### src/rtl/payload_writer.sv
// ---------------------------------------------------------------------------
// payload_writer
//
// Ingress stage that sits directly upstream of the payload buffer. It takes a
// byte stream framed by sop/eop and packs the bytes into DATA_BYTES-wide
// blocks. It issues one write-mode buffer access per block and tracks
// free-block credits. After the last block of a packet it captures the chain
// address returned by the buffer and offers a {address, length, ttl}
// descriptor to the dispatcher queue.
//
// Ports:
//   clock, reset            rising-edge clock, asynchronous active-low reset
//   in_valid/in_ready       ingress byte handshake
//   in_data/in_sop/in_eop   ingress byte and packet framing
//   in_ttl                  packet ttl, sampled with the sop byte
//   buf_grant               buffer arbiter grant
//   buf_enable              one-cycle access strobe, one per block
//   buf_readWrite           1 = write; high only together with buf_enable
//   buf_data                packed block, byte k in bits [8k+7:8k]
//   buf_ttl/buf_byteCount   block ttl and number of valid bytes
//   buf_isLast              block carries the packet's final byte
//   buf_address             chain address, valid the cycle after the last write
//   free_inc                one block returned to the free list
//   desc_*                  packet descriptor with valid/ready handshake
//   err_proto               pulse: byte outside a packet was dropped
//   err_credit              pulse: free_inc while credits already full
//   stat_packets/blocks/stall  statistics counters
//
// Optional feature: define PAYLOAD_WRITER_STATS_EN to build the statistics
// counters. Without it the stat_* ports exist but are tied to zero.
// ---------------------------------------------------------------------------
module payload_writer #(
    parameter int DATA_BYTES = 8,
    parameter int ADDR_W     = 12,
    parameter int BCNT_W     = 4,
    parameter int TTL_W      = 4,
    parameter int LEN_W      = 16,
    parameter int NUM_BLOCKS = 4096
) (
    input  logic                    clock,
    input  logic                    reset,
    input  logic                    in_valid,
    output logic                    in_ready,
    input  logic [7:0]              in_data,
    input  logic                    in_sop,
    input  logic                    in_eop,
    input  logic [TTL_W-1:0]        in_ttl,
    input  logic                    buf_grant,
    output logic                    buf_enable,
    output logic                    buf_readWrite,
    output logic [DATA_BYTES*8-1:0] buf_data,
    output logic [TTL_W-1:0]        buf_ttl,
    output logic [BCNT_W-1:0]       buf_byteCount,
    output logic                    buf_isLast,
    input  logic [ADDR_W-1:0]       buf_address,
    input  logic                    free_inc,
    output logic                    desc_valid,
    input  logic                    desc_ready,
    output logic [ADDR_W-1:0]       desc_address,
    output logic [LEN_W-1:0]        desc_length,
    output logic [TTL_W-1:0]        desc_ttl,
    output logic                    err_proto,
    output logic                    err_credit,
    output logic [31:0]             stat_packets,
    output logic [31:0]             stat_blocks,
    output logic [31:0]             stat_stall
);

    localparam int CNT_W = ADDR_W + 1;
    localparam int PACK_W = DATA_BYTES * 8;

    localparam logic [2:0] S_IDLE      = 3'd0;
    localparam logic [2:0] S_FILL      = 3'd1;
    localparam logic [2:0] S_ISSUE     = 3'd2;
    localparam logic [2:0] S_WAIT_ADDR = 3'd3;
    localparam logic [2:0] S_DESC      = 3'd4;

    localparam logic [CNT_W-1:0]  FREE_FULL = CNT_W'(NUM_BLOCKS);
    localparam logic [BCNT_W-1:0] LANE_LAST = BCNT_W'(DATA_BYTES - 1);

    // Saturating byte-length increment: a packet longer than the field can
    // express reports the maximum value rather than wrapping.
    function automatic logic [LEN_W-1:0] sat_inc(input logic [LEN_W-1:0] v);
        logic [LEN_W-1:0] r;
        if (v == {LEN_W{1'b1}}) begin
            r = v;
        end else begin
            r = v + LEN_W'(1);
        end
        return r;
    endfunction

    // Write one byte into the selected lane, leaving the other lanes intact.
    function automatic logic [PACK_W-1:0] put_lane(
        input logic [PACK_W-1:0] pack,
        input logic [BCNT_W-1:0] lane,
        input logic [7:0]        b
    );
        logic [PACK_W-1:0] r;
        r = pack;
        for (int k = 0; k < DATA_BYTES; k++) begin
            if (lane == BCNT_W'(k)) begin
                r[8*k +: 8] = b;
            end else begin
                r[8*k +: 8] = pack[8*k +: 8];
            end
        end
        return r;
    endfunction

    logic [2:0]        state_q,      state_d;
    logic [PACK_W-1:0] pack_q,       pack_d;
    logic [BCNT_W-1:0] lane_q,       lane_d;      // lanes filled so far
    logic              last_q,       last_d;
    logic [TTL_W-1:0]  ttl_q,        ttl_d;
    logic [LEN_W-1:0]  len_q,        len_d;
    logic [CNT_W-1:0]  free_q,       free_d;
    logic [ADDR_W-1:0] desc_addr_q,  desc_addr_d;
    logic [LEN_W-1:0]  desc_len_q,   desc_len_d;
    logic [TTL_W-1:0]  desc_ttl_q,   desc_ttl_d;
    logic              err_proto_q,  err_proto_d;
    logic              err_credit_q, err_credit_d;

    logic in_ready_s;
    logic accept_s;
    logic issue_s;

    // Handshake decode: bytes are taken only while a block is being filled,
    // and an access goes out only with both a grant and a free block.
    always_comb begin
        in_ready_s = (state_q == S_IDLE) || (state_q == S_FILL);
        accept_s   = in_valid && in_ready_s;
        issue_s    = (state_q == S_ISSUE) && buf_grant && (free_q != {CNT_W{1'b0}});
    end

    // Packet FSM: byte packing, block issue, address capture and descriptor.
    always_comb begin
        state_d     = state_q;
        pack_d      = pack_q;
        lane_d      = lane_q;
        last_d      = last_q;
        ttl_d       = ttl_q;
        len_d       = len_q;
        desc_addr_d = desc_addr_q;
        desc_len_d  = desc_len_q;
        desc_ttl_d  = desc_ttl_q;
        err_proto_d = 1'b0;

        case (state_q)
            S_IDLE: begin
                if (accept_s) begin
                    if (in_sop) begin
                        // First byte always lands in lane 0 of a cleared block.
                        ttl_d  = in_ttl;
                        pack_d = {{(PACK_W-8){1'b0}}, in_data};
                        lane_d = BCNT_W'(1);
                        len_d  = LEN_W'(1);
                        last_d = in_eop;
                        if (in_eop) begin
                            state_d = S_ISSUE;
                        end else begin
                            state_d = S_FILL;
                        end
                    end else begin
                        err_proto_d = 1'b1;
                    end
                end else begin
                    state_d = S_IDLE;
                end
            end
            S_FILL: begin
                if (accept_s) begin
                    // A stray sop inside a packet is treated as plain data.
                    pack_d = put_lane(pack_q, lane_q, in_data);
                    lane_d = lane_q + BCNT_W'(1);
                    len_d  = sat_inc(len_q);
                    if ((lane_q == LANE_LAST) || in_eop) begin
                        last_d  = in_eop;
                        state_d = S_ISSUE;
                    end else begin
                        state_d = S_FILL;
                    end
                end else begin
                    state_d = S_FILL;
                end
            end
            S_ISSUE: begin
                if (issue_s) begin
                    if (last_q) begin
                        state_d = S_WAIT_ADDR;
                    end else begin
                        // Next block starts from empty lanes so unused lanes read zero.
                        pack_d  = {PACK_W{1'b0}};
                        lane_d  = {BCNT_W{1'b0}};
                        state_d = S_FILL;
                    end
                end else begin
                    state_d = S_ISSUE;
                end
            end
            S_WAIT_ADDR: begin
                // Buffer returns the chain address in the cycle after the last write.
                desc_addr_d = buf_address;
                desc_len_d  = len_q;
                desc_ttl_d  = ttl_q;
                state_d     = S_DESC;
            end
            S_DESC: begin
                if (desc_ready) begin
                    state_d = S_IDLE;
                end else begin
                    state_d = S_DESC;
                end
            end
            default: begin
                state_d = S_IDLE;
            end
        endcase
    end

    // Free-block credit accounting; a simultaneous issue and return cancel out.
    always_comb begin
        free_d       = free_q;
        err_credit_d = 1'b0;
        case ({issue_s, free_inc})
            2'b10: begin
                free_d = free_q - CNT_W'(1);
            end
            2'b01: begin
                if (free_q == FREE_FULL) begin
                    err_credit_d = 1'b1;
                end else begin
                    free_d = free_q + CNT_W'(1);
                end
            end
            default: begin
                free_d = free_q;
            end
        endcase
    end

    // State and datapath registers.
    always_ff @(posedge clock or negedge reset) begin
        if (!reset) begin
            state_q      <= S_IDLE;
            pack_q       <= {PACK_W{1'b0}};
            lane_q       <= {BCNT_W{1'b0}};
            last_q       <= 1'b0;
            ttl_q        <= {TTL_W{1'b0}};
            len_q        <= {LEN_W{1'b0}};
            free_q       <= FREE_FULL;
            desc_addr_q  <= {ADDR_W{1'b0}};
            desc_len_q   <= {LEN_W{1'b0}};
            desc_ttl_q   <= {TTL_W{1'b0}};
            err_proto_q  <= 1'b0;
            err_credit_q <= 1'b0;
        end else begin
            state_q      <= state_d;
            pack_q       <= pack_d;
            lane_q       <= lane_d;
            last_q       <= last_d;
            ttl_q        <= ttl_d;
            len_q        <= len_d;
            free_q       <= free_d;
            desc_addr_q  <= desc_addr_d;
            desc_len_q   <= desc_len_d;
            desc_ttl_q   <= desc_ttl_d;
            err_proto_q  <= err_proto_d;
            err_credit_q <= err_credit_d;
        end
    end

    // The access strobe follows the grant in the same cycle so a block goes
    // out on the first granted cycle; everything else comes from flops.
    assign in_ready      = in_ready_s;
    assign buf_enable    = issue_s;
    assign buf_readWrite = issue_s;
    assign buf_data      = pack_q;
    assign buf_ttl       = ttl_q;
    assign buf_byteCount = lane_q;
    assign buf_isLast    = last_q;
    assign desc_valid    = (state_q == S_DESC);
    assign desc_address  = desc_addr_q;
    assign desc_length   = desc_len_q;
    assign desc_ttl      = desc_ttl_q;
    assign err_proto     = err_proto_q;
    assign err_credit    = err_credit_q;

`ifdef PAYLOAD_WRITER_STATS_EN
    logic [31:0] stat_packets_q, stat_packets_d;
    logic [31:0] stat_blocks_q,  stat_blocks_d;
    logic [31:0] stat_stall_q,   stat_stall_d;

    // Statistics increments; all counters wrap naturally at 2^32.
    always_comb begin
        stat_packets_d = stat_packets_q;
        stat_blocks_d  = stat_blocks_q;
        stat_stall_d   = stat_stall_q;
        if ((state_q == S_DESC) && desc_ready) begin
            stat_packets_d = stat_packets_q + 32'd1;
        end else begin
            stat_packets_d = stat_packets_q;
        end
        if (issue_s) begin
            stat_blocks_d = stat_blocks_q + 32'd1;
        end else begin
            stat_blocks_d = stat_blocks_q;
        end
        if ((state_q == S_ISSUE) && !issue_s) begin
            stat_stall_d = stat_stall_q + 32'd1;
        end else begin
            stat_stall_d = stat_stall_q;
        end
    end

    // Statistics registers.
    always_ff @(posedge clock or negedge reset) begin
        if (!reset) begin
            stat_packets_q <= 32'd0;
            stat_blocks_q  <= 32'd0;
            stat_stall_q   <= 32'd0;
        end else begin
            stat_packets_q <= stat_packets_d;
            stat_blocks_q  <= stat_blocks_d;
            stat_stall_q   <= stat_stall_d;
        end
    end

    assign stat_packets = stat_packets_q;
    assign stat_blocks  = stat_blocks_q;
    assign stat_stall   = stat_stall_q;
`else
    assign stat_packets = 32'd0;
    assign stat_blocks  = 32'd0;
    assign stat_stall   = 32'd0;
`endif

endmodule
### config.mk
export PLATFORM = sky130hd
export DESIGN_NAME = payload_writer
export DESIGN_NICKNAME = d
export VERILOG_FILES = /design/src/rtl/payload_writer.sv
export SDC_FILE = /design/constraint.sdc
export NUM_CORES = 1
export LEC_CHECK = 0
export CAP_MARGIN = 20
export CORE_AREA = 2 2 135 137
export CTS_CLUSTER_DIAMETER = 50
export DETAILED_ROUTE_END_ITERATION = 16
export DIE_AREA = 0 0 137 139
export PLACE_DENSITY = 0.76
export SLEW_MARGIN = 15
export SYNTH_ARGS = -nofsm -noshare
export SYNTH_HDL_FRONTEND = slang
export SYNTH_SLANG_ARGS = --single-unit
### constraint.sdc
create_clock -name clock -period 3.6 [get_ports clock]
set_input_delay 0.72 -clock clock [delete_from_list [all_inputs] [get_ports clock]]
set_output_delay 0.72 -clock clock [all_outputs]
set_load 0.005 [all_outputs]
Word level (Yosys, flattened, before mapping)
Cells that the tools add are included.
{"block": "totals", "reg_bits": 139, "in_bits": 32, "out_inout_bits": 207, "word_cells": 125}
{"block": "op_classes", "addsub": 4, "n_eq_ne": 32, "muxes": 46, "reduce_logical": 24}
{"cell": "64-bit two-way mux", "count": 5}
{"cell": "64-bit case mux with 3 select lines", "count": 1}
{"cell": "16-bit two-way mux", "count": 4}
{"cell": "8-bit two-way mux", "count": 8}
{"cell": "7-bit AND reduction", "count": 8}
{"cell": "16-bit case mux with 2 select lines", "count": 1}
{"cell": "13-bit case mux with 2 select lines", "count": 1}
{"cell": "4-bit two-way mux", "count": 5}
{"cell": "2-bit by 1-bit inequality test with 1-bit output (second input constant)", "count": 9}
{"cell": "16-bit by 1-bit adder with 16-bit output (second input constant)", "count": 1}
{"cell": "16-bit equality test (second input constant)", "count": 1}
{"cell": "4-bit by 3-bit equality test with 1-bit output (second input constant)", "count": 4}
{"cell": "3-bit two-way mux", "count": 5}
{"cell": "3-bit case mux with 5 select lines", "count": 1}
{"cell": "2-bit inequality test (second input constant)", "count": 7}
{"cell": "13-bit by 1-bit adder with 13-bit output (second input constant)", "count": 1}
{"cell": "13-bit equality test (second input constant)", "count": 1}
{"cell": "13-bit two-way mux", "count": 1}
{"cell": "13-bit nonzero test", "count": 1}
{"cell": "13-bit by 1-bit subtractor with 13-bit output (second input constant)", "count": 1}
{"cell": "4-bit case mux with 3 select lines", "count": 1}
{"cell": "5-bit AND reduction", "count": 2}
{"cell": "1-bit two-way mux", "count": 9}
{"cell": "4-bit by 2-bit equality test with 1-bit output (second input constant)", "count": 2}
{"cell": "other kinds (19)", "count": 26}

Longest topological paths before layout
{"block": "depth", "ltp_word": 6, "mapped_depth": 12, "ltp_nobuf": 11}

Least setup slack after synthesis
OpenSTA, ideal clock, no wires.
{"block": "synth_timing", "path_kind": "input -> register", "from": "in buf_grant", "to": "reg free_q[12]", "setup_ns": 0.099, "t_arrival_ns": 3.341, "required_ns": 3.501, "setup_slack_ns": 0.160, "cell_stages": 9, "n_path_buf": 1, "path_cell_list": "nand2_1 o21ai_0 ha_1 clkbuf_1 a211oi_1 a21oi_1 a2111oi_4 mux2i_1 o221ai_1"}
{"block": "synth_between", "elab_chain_len": 5, "elab_cells_between_ends": 8, "classes_between": "eq/ne (3); mux (1); reduce/logical (4)"}
{"item": "from (decl)", "line_no": "48", "source": "input logic buf_grant,"}
{"item": "1-bit logical AND (*) (2 in series)", "line_no": "133", "source": "issue_s = (state_q == S_ISSUE) && buf_grant && (free_q != {CNT_W{1'b0}});"}
{"item": "2-bit by 1-bit equality test with 1-bit output / 2-bit equality test (equally long branches)", "line_no": "225", "source": "case ({issue_s, free_inc})"}
{"item": "2-bit inequality test (no source line) / 2-bit nonzero test (equally long branches)"}
{"item": "2-bit AND reduction (no source line)"}
{"item": "to (signal assigned)", "line_no": "264", "source": "free_q <= free_d;"}
{"item": "to (decl)", "line_no": "117", "source": "logic [CNT_W-1:0] free_q, free_d;"}
Every way passes the cells marked *; elsewhere a longest branch is shown, timed or not.
A chain may end at the register's enable or synchronous reset.

Worst setup path after layout
{"block": "layout_timing", "from": "reg free_q[1]", "to": "reg free_q[12]"}
{"block": "layout_between", "elab_chain_len": 5, "elab_cells_between_ends": 12, "classes_between": "add/sub (2); eq/ne (4); mux (2); reduce/logical (4)"}
{"item": "parallel branches: the longest is 5 deep, another holds 13-bit by 1-bit adder with 13-bit output"}
Parallel ways; which one is timed is not known. The select of a mux whose other input is x is not followed.

==> results.toml <==
[yosys]
synth_top_cell_area_share = 0.4723
ys_async_sr_fraction = 1.000
yosysTopAreaCell = "dfrtp_1"
synth_edf_count = 0
synth_seq_area_share = 0.4759
synth.cells.most_frequent = "dfrtp_1, buf_4, mux2_2"
synth_most_common_cell = "dfrtp_1"
synth_cell_types = 66
synthFlopType = "dfrtp_1"
synthTopCellsByArea = "dfrtp_1, mux2_2, buf_4"
ys_warn_count = 0
syn_area_per_cell_um2 = 11.25
ys_ff_latch = 139
synthCells = 650
syn_area_um2 = 7312

[worst_setup_path]
worst_setup_path_start_kind = "register"
critPathRequiredTime_ns = 3.92
cp.arrival_ns = 3.66
crit_path_end_kind = "register"
worstPathMaxFanout = 12
r2r_slack_ns = 0.26
critical_path_class = "register to register"

[place]
place_hpwl_mm = 11.77
dp.cells = 1006
place_congestion = 0.8251
port_buffers = 142

[clocking]
holdBufCountCts = 0
h-tree-depth = 4
cts_inserted_buffers = 17
postCtsSetupRepairBufs = 0
path_clk_slew_ns = 0.06
clock-sinks = 139
root_buffer = "clkbuf_16"
clk_latency_ns = 0.42
cts_tree = "built"
ctsResizeCount = 0
ctsLongestPathBuffers = 2

[timing]
worst-slew-pin-transition_ns = 0.7998
setup_tns_ns = 0
slew_viol_final = 0
fin_skew_ns = 0.007737
setup_viol = 0
rsz0062_at_grt = "false"
final.min_clock_period_ns = 3.342
fmax_mhz = 299.2
hold_viol_final = 0
slew_headroom = 0.4652
post-route-period-util = 0.9284

[power_and_ir_drop]
leakage_nw = 4.284
vdd_drop_max_mv = 0.4853
power_density_nw_per_um2 = 799.5

[global_routing]
antenna_found_initial = 0
grt_pass1_vias = 4927
grt_pass1_wl_mm = 25.63
grt_usage = 0.1731
grt_max_degree = 86
grt_overflow = 0

[layout]
layout-drive-gt1-share = 0.2027
fin_cells = 1038
utilization = 0.5207
fillers = 1568
area_delta_synth_final_pct = 25.74
n_antenna_cell = 0
nets = 845

[drt]
vias = 5028
via_per_inst = 4.844
ant_nets = 0
drt-wirelength-per-cell_um = 15.33
routed_wl_mm = 15.91
drt_iter0_markers = 211
drc = 0
firstDrtPassIters = 6

[floorplanning]
die_x_um = 137
rows = 49
die-area_um2 = 19040
die_h_um = 139
coreArea_um2 = 17660
top_level_ports = 239
start_util = 0.4141

[status]
status = "complete, no violations"

[job]
maxCapViolCount = 0

[min_path]
hp-class = "input pin to asynchronous set/reset pin"
==> cell type report <==
type / count / area (um^2) / share of cell area
Sequential cell: 139 / 3480 / 0.3785
Multi-Input combinational cell: 466 / 3249 / 0.3534
Timing Repair Buffer: 155 / 1520 / 0.1654
Clock buffer: 20 / 456.7 / 0.04967
Tap cell: 229 / 286.5 / 0.03116
Clock inverter: 12 / 137.6 / 0.01497
Inverter: 17 / 63.81 / 0.006941
==> routing by layer <==
metal | vias to the layer above | track usage | share of wire
met1 | 2483 | 0.2126 | 0.43
met4 | 0 | 0.05697 | 0.018
met5 | - | 0 | 0
met3 | 24 | 0.05592 | 0.056
li1 | 2366 | - | -
met2 | 155 | 0.2865 | 0.50
==> worst paths after layout <==
| path | start | end | depth (start not counted) |
|---|---|---|---|
| setup / recovery | free_q[1] | free_q[12] | 11 |
| hold / removal | reset | buf_data[41] | 1 |
| min in group clock | desc_length[1] | desc_length[1] | 2 |
| hold reg to reg | desc_length[1] | desc_length[1] | 2 |
| max in group asynchronous | reset | buf_data[48] | 2 |
| setup reg to reg | free_q[1] | free_q[12] | 11 |
==> through the flow <==
step | power, mW | setup slack, ns | area [um^2] | hold WS [ns]
2_1_floorplan | 4.468 | 0.1600 | 7669 | 0.4244
3_3_place_gp | 5.554 | 0.1511 | 8600 | 0.4695
3_5_place_dp | 5.628 | 0.1001 | 8600 | 0.4824
4_1_cts | 7.409 | 0.2209 | 9194 | 0.3858
5_1_grt | 7.831 | 0.009971 | 9194 | 0.3937
6_report | 7.351 | 0.2578 | 9194 | 0.3326
==> kinds of logic (layout without fill, tap and decap cells) <==
group,count (synthesis),after routing,share of synthesized area
xor gates and xnor gates,17,17,0.02036
and+or+nand+nor,156,156,0.1220
AOI/OAI and AO/OA,85,85,0.07615
muxes,95,95,0.1465
DFF,139,139,0.4759
buffers and inverters,140,204,0.1285
other,1,96,0.0005129
adders and majority gates,17,17,0.03012
==> where the power goes <==
part / internal (mW) / total, mW / leakage [nW] / switching [mW]
Clock: 1.06 / 1.74 / 0.275 / 0.684
Combinational: 1.72 / 3.26 / 2.20 / 1.54
Sequential: 2.03 / 2.35 / 1.81 / 0.316
==> layout by cell type (no fill, tap or decap), drive strengths merged, types with 3 or more instances in the layout <==
cell type | synthesis | layout
clkinv | 0 | 3
a31oi | 3 | 3
xor2 | 10 | 10
and2 | 3 | 3
xnor2 | 7 | 7
clkbuf | 6 | 20
or2 | 4 | 4
o21ai | 27 | 27
and3 | 14 | 14
conb | 1 | 96
buf | 117 | 14
nand3 | 18 | 18
mux2 | 93 | 93
a21oi | 27 | 27
inv | 17 | 19
and4 | 3 | 3
or3 | 7 | 7
o21a | 5 | 5
nand4 | 7 | 7
nor4 | 4 | 4
nor3 | 5 | 5
o211ai | 3 | 3
ha | 16 | 16
nand2 | 33 | 33
dfrtp | 138 | 138
clkinvlp | 0 | 5
clkdlybuf4s50 | 0 | 141
nor2 | 45 | 45
==> flip-flops by register name, indices dropped and copies added, names as in the netlist <==
signal         flops
state_q            3
buf_isLast         1
desc_address      12
buf_byteCount      4
free_q            13
err_proto          1
buf_ttl            4
len_q             16
desc_ttl           4
desc_length       16
err_credit         1
buf_data          64
==> worst max-delay path, cell delays in order, from the launching register on <==
cell and delay [ns]:
dfrtp_1 0.42, nor4_1 0.49, and4_4 0.33, o21ai_0 0.08
buf_4 0.19, ha_1 0.29, nor2b_1 0.14, o31ai_1 0.33
a21oi_1 0.17, a2111oi_4 0.43, mux2i_1 0.24, o221ai_1 0.14
Power figures use the tool's default switching activity.
==> RTL edit (config.mk and constraints unchanged) <==
The parameter `NUM_BLOCKS` goes from 4096 to 3072.
--- a/src/rtl/payload_writer.sv
+++ b/src/rtl/payload_writer.sv
@@ -35,7 +35,7 @@
     parameter int BCNT_W     = 4,
     parameter int TTL_W      = 4,
     parameter int LEN_W      = 16,
-    parameter int NUM_BLOCKS = 4096
+    parameter int NUM_BLOCKS = 3072
 ) (
     input  logic                    clock,
     input  logic                    reset,
Formal check against the unedited RTL: no difference found for any inputs over 4 cycles, from zero or initial values and one cycle with reset low; that may be too few to reach the edited logic, so the function may still have changed.
==> RTL edit against the unedited design <==
Synthesized area rose by 0.17%; worst setup slack improved by 0.077 ns; routed wire length rose by 3.1%; power fell by 7.0%; sequential cell count did not move; final area fell by 0.16%; critical path depth did not move; via count rose by 5.1%; critical path type unchanged; largest cell class unchanged; highest routed layer unchanged.
==> RTL edit: results (changes against the unedited design) <==
Routed WL 16400 µm (+3.1%); fillcell total 1534 (-2.2%); Layout area overhead 25.3%; fin crit period 3.27 ns (-0.0766 ns); Hold Slack 0.266 ns (-0.0666 ns); Clock power frac 26.0% (+2.3 points); Critical R2R Capture free_q[8]; Leak 0.00420 µW (-1.9%); Via Count 5282 (+5.1%); outcome completed; Comb power frac 39.5% (-4.8 points); Max FO, Critical Path 10 (-2); Tightest Pin Transition 0.739 ns (-0.0612 ns); internal power 4490 µW (-6.7%); dominant cells by area after synthesis dfrtp_1 (47%), buf_4 (10%), a22o_1 (6.9%); sequential cell area fraction in the yosys report 47.5% (-0.064 points); critical path's slowest cell nor4_2; pin count of the biggest net entering global routing 60 (-30%); nets 861 (+1.9%); GP Congestion 0.832 (+0.86%); vias in the first global route 4952 (+0.51%); placed cell area 0.00857 mm² (-0.33%); first-pass GRT wire length 26100 µm (+1.9%); distinct cell type count after synthesis 65 (-1.5%); Post-synth top cells dfrtp_1 (137), buf_4 (98), nand2_1 (64)
-- RTL edit: cell types whose count changed after synthesis, sizes merged, moves of 8 or more --
cell / delta
o21ai: -14
and3: -11
nor2: -17
nand2: +37
xor2: -8
a22o: +57
and2: +8
a21bo: +8
mux2: -54
a21oi: -13
-- RTL edit: worst max-delay path by stage --
stage,cells after the start,to
after CTS,11,free_q[8]
after floorplan,10,free_q[10]
after global placement,10,free_q[8]
final,11,free_q[8]
after global routing,11,free_q[8]
after detailed placement,11,free_q[8]
-- RTL edit: cells by family (layout without fill, tap and decap cells) --
logic type | count (synthesis) | after routing | share of synthesized area [%]
AOI/OAI and AO/OA | 137 | 137 | 15.1
xor gates and xnor gates | 16 | 16 | 1.91
adders and majority gates | 17 | 17 | 3.01
buffers and inverters | 147 | 199 | 13.0
DFF | 139 | 139 | 47.5
muxes | 41 | 41 | 6.47
other | 1 | 96 | 0.0512
and+or+nand+nor | 180 | 180 | 12.9
-- RTL edit: routing by layer --
metal,up-vias,wire length [µm],global-route usage [%]
met5,-,0,0
met4,0,241,5.32
met3,19,1000,3.44
met2,191,8120,29.1
met1,2589,7040,22.4
li1,2483,-,-
-- RTL edit: area by class of cell --
class | count | area share (%)
clock buffers | 17 | 4.63
multi-input cells | 487 | 35.4
well taps | 229 | 3.12
flip-flops and latches | 139 | 37.9
inverters | 15 | 0.613
clock inverters | 15 | 1.99
repair buffers | 152 | 16.3
-- RTL edit: through the flow --
| step | power (µW) | std cells |
|---|---|---|
| after floorplan | 4040 | 773 |
| after global placement | 5010 | 1022 |
| final | 6840 | 1054 |
| after CTS | 6880 | 1054 |
| after detailed placement | 5090 | 1022 |
| after global routing | 7290 | 1054 |
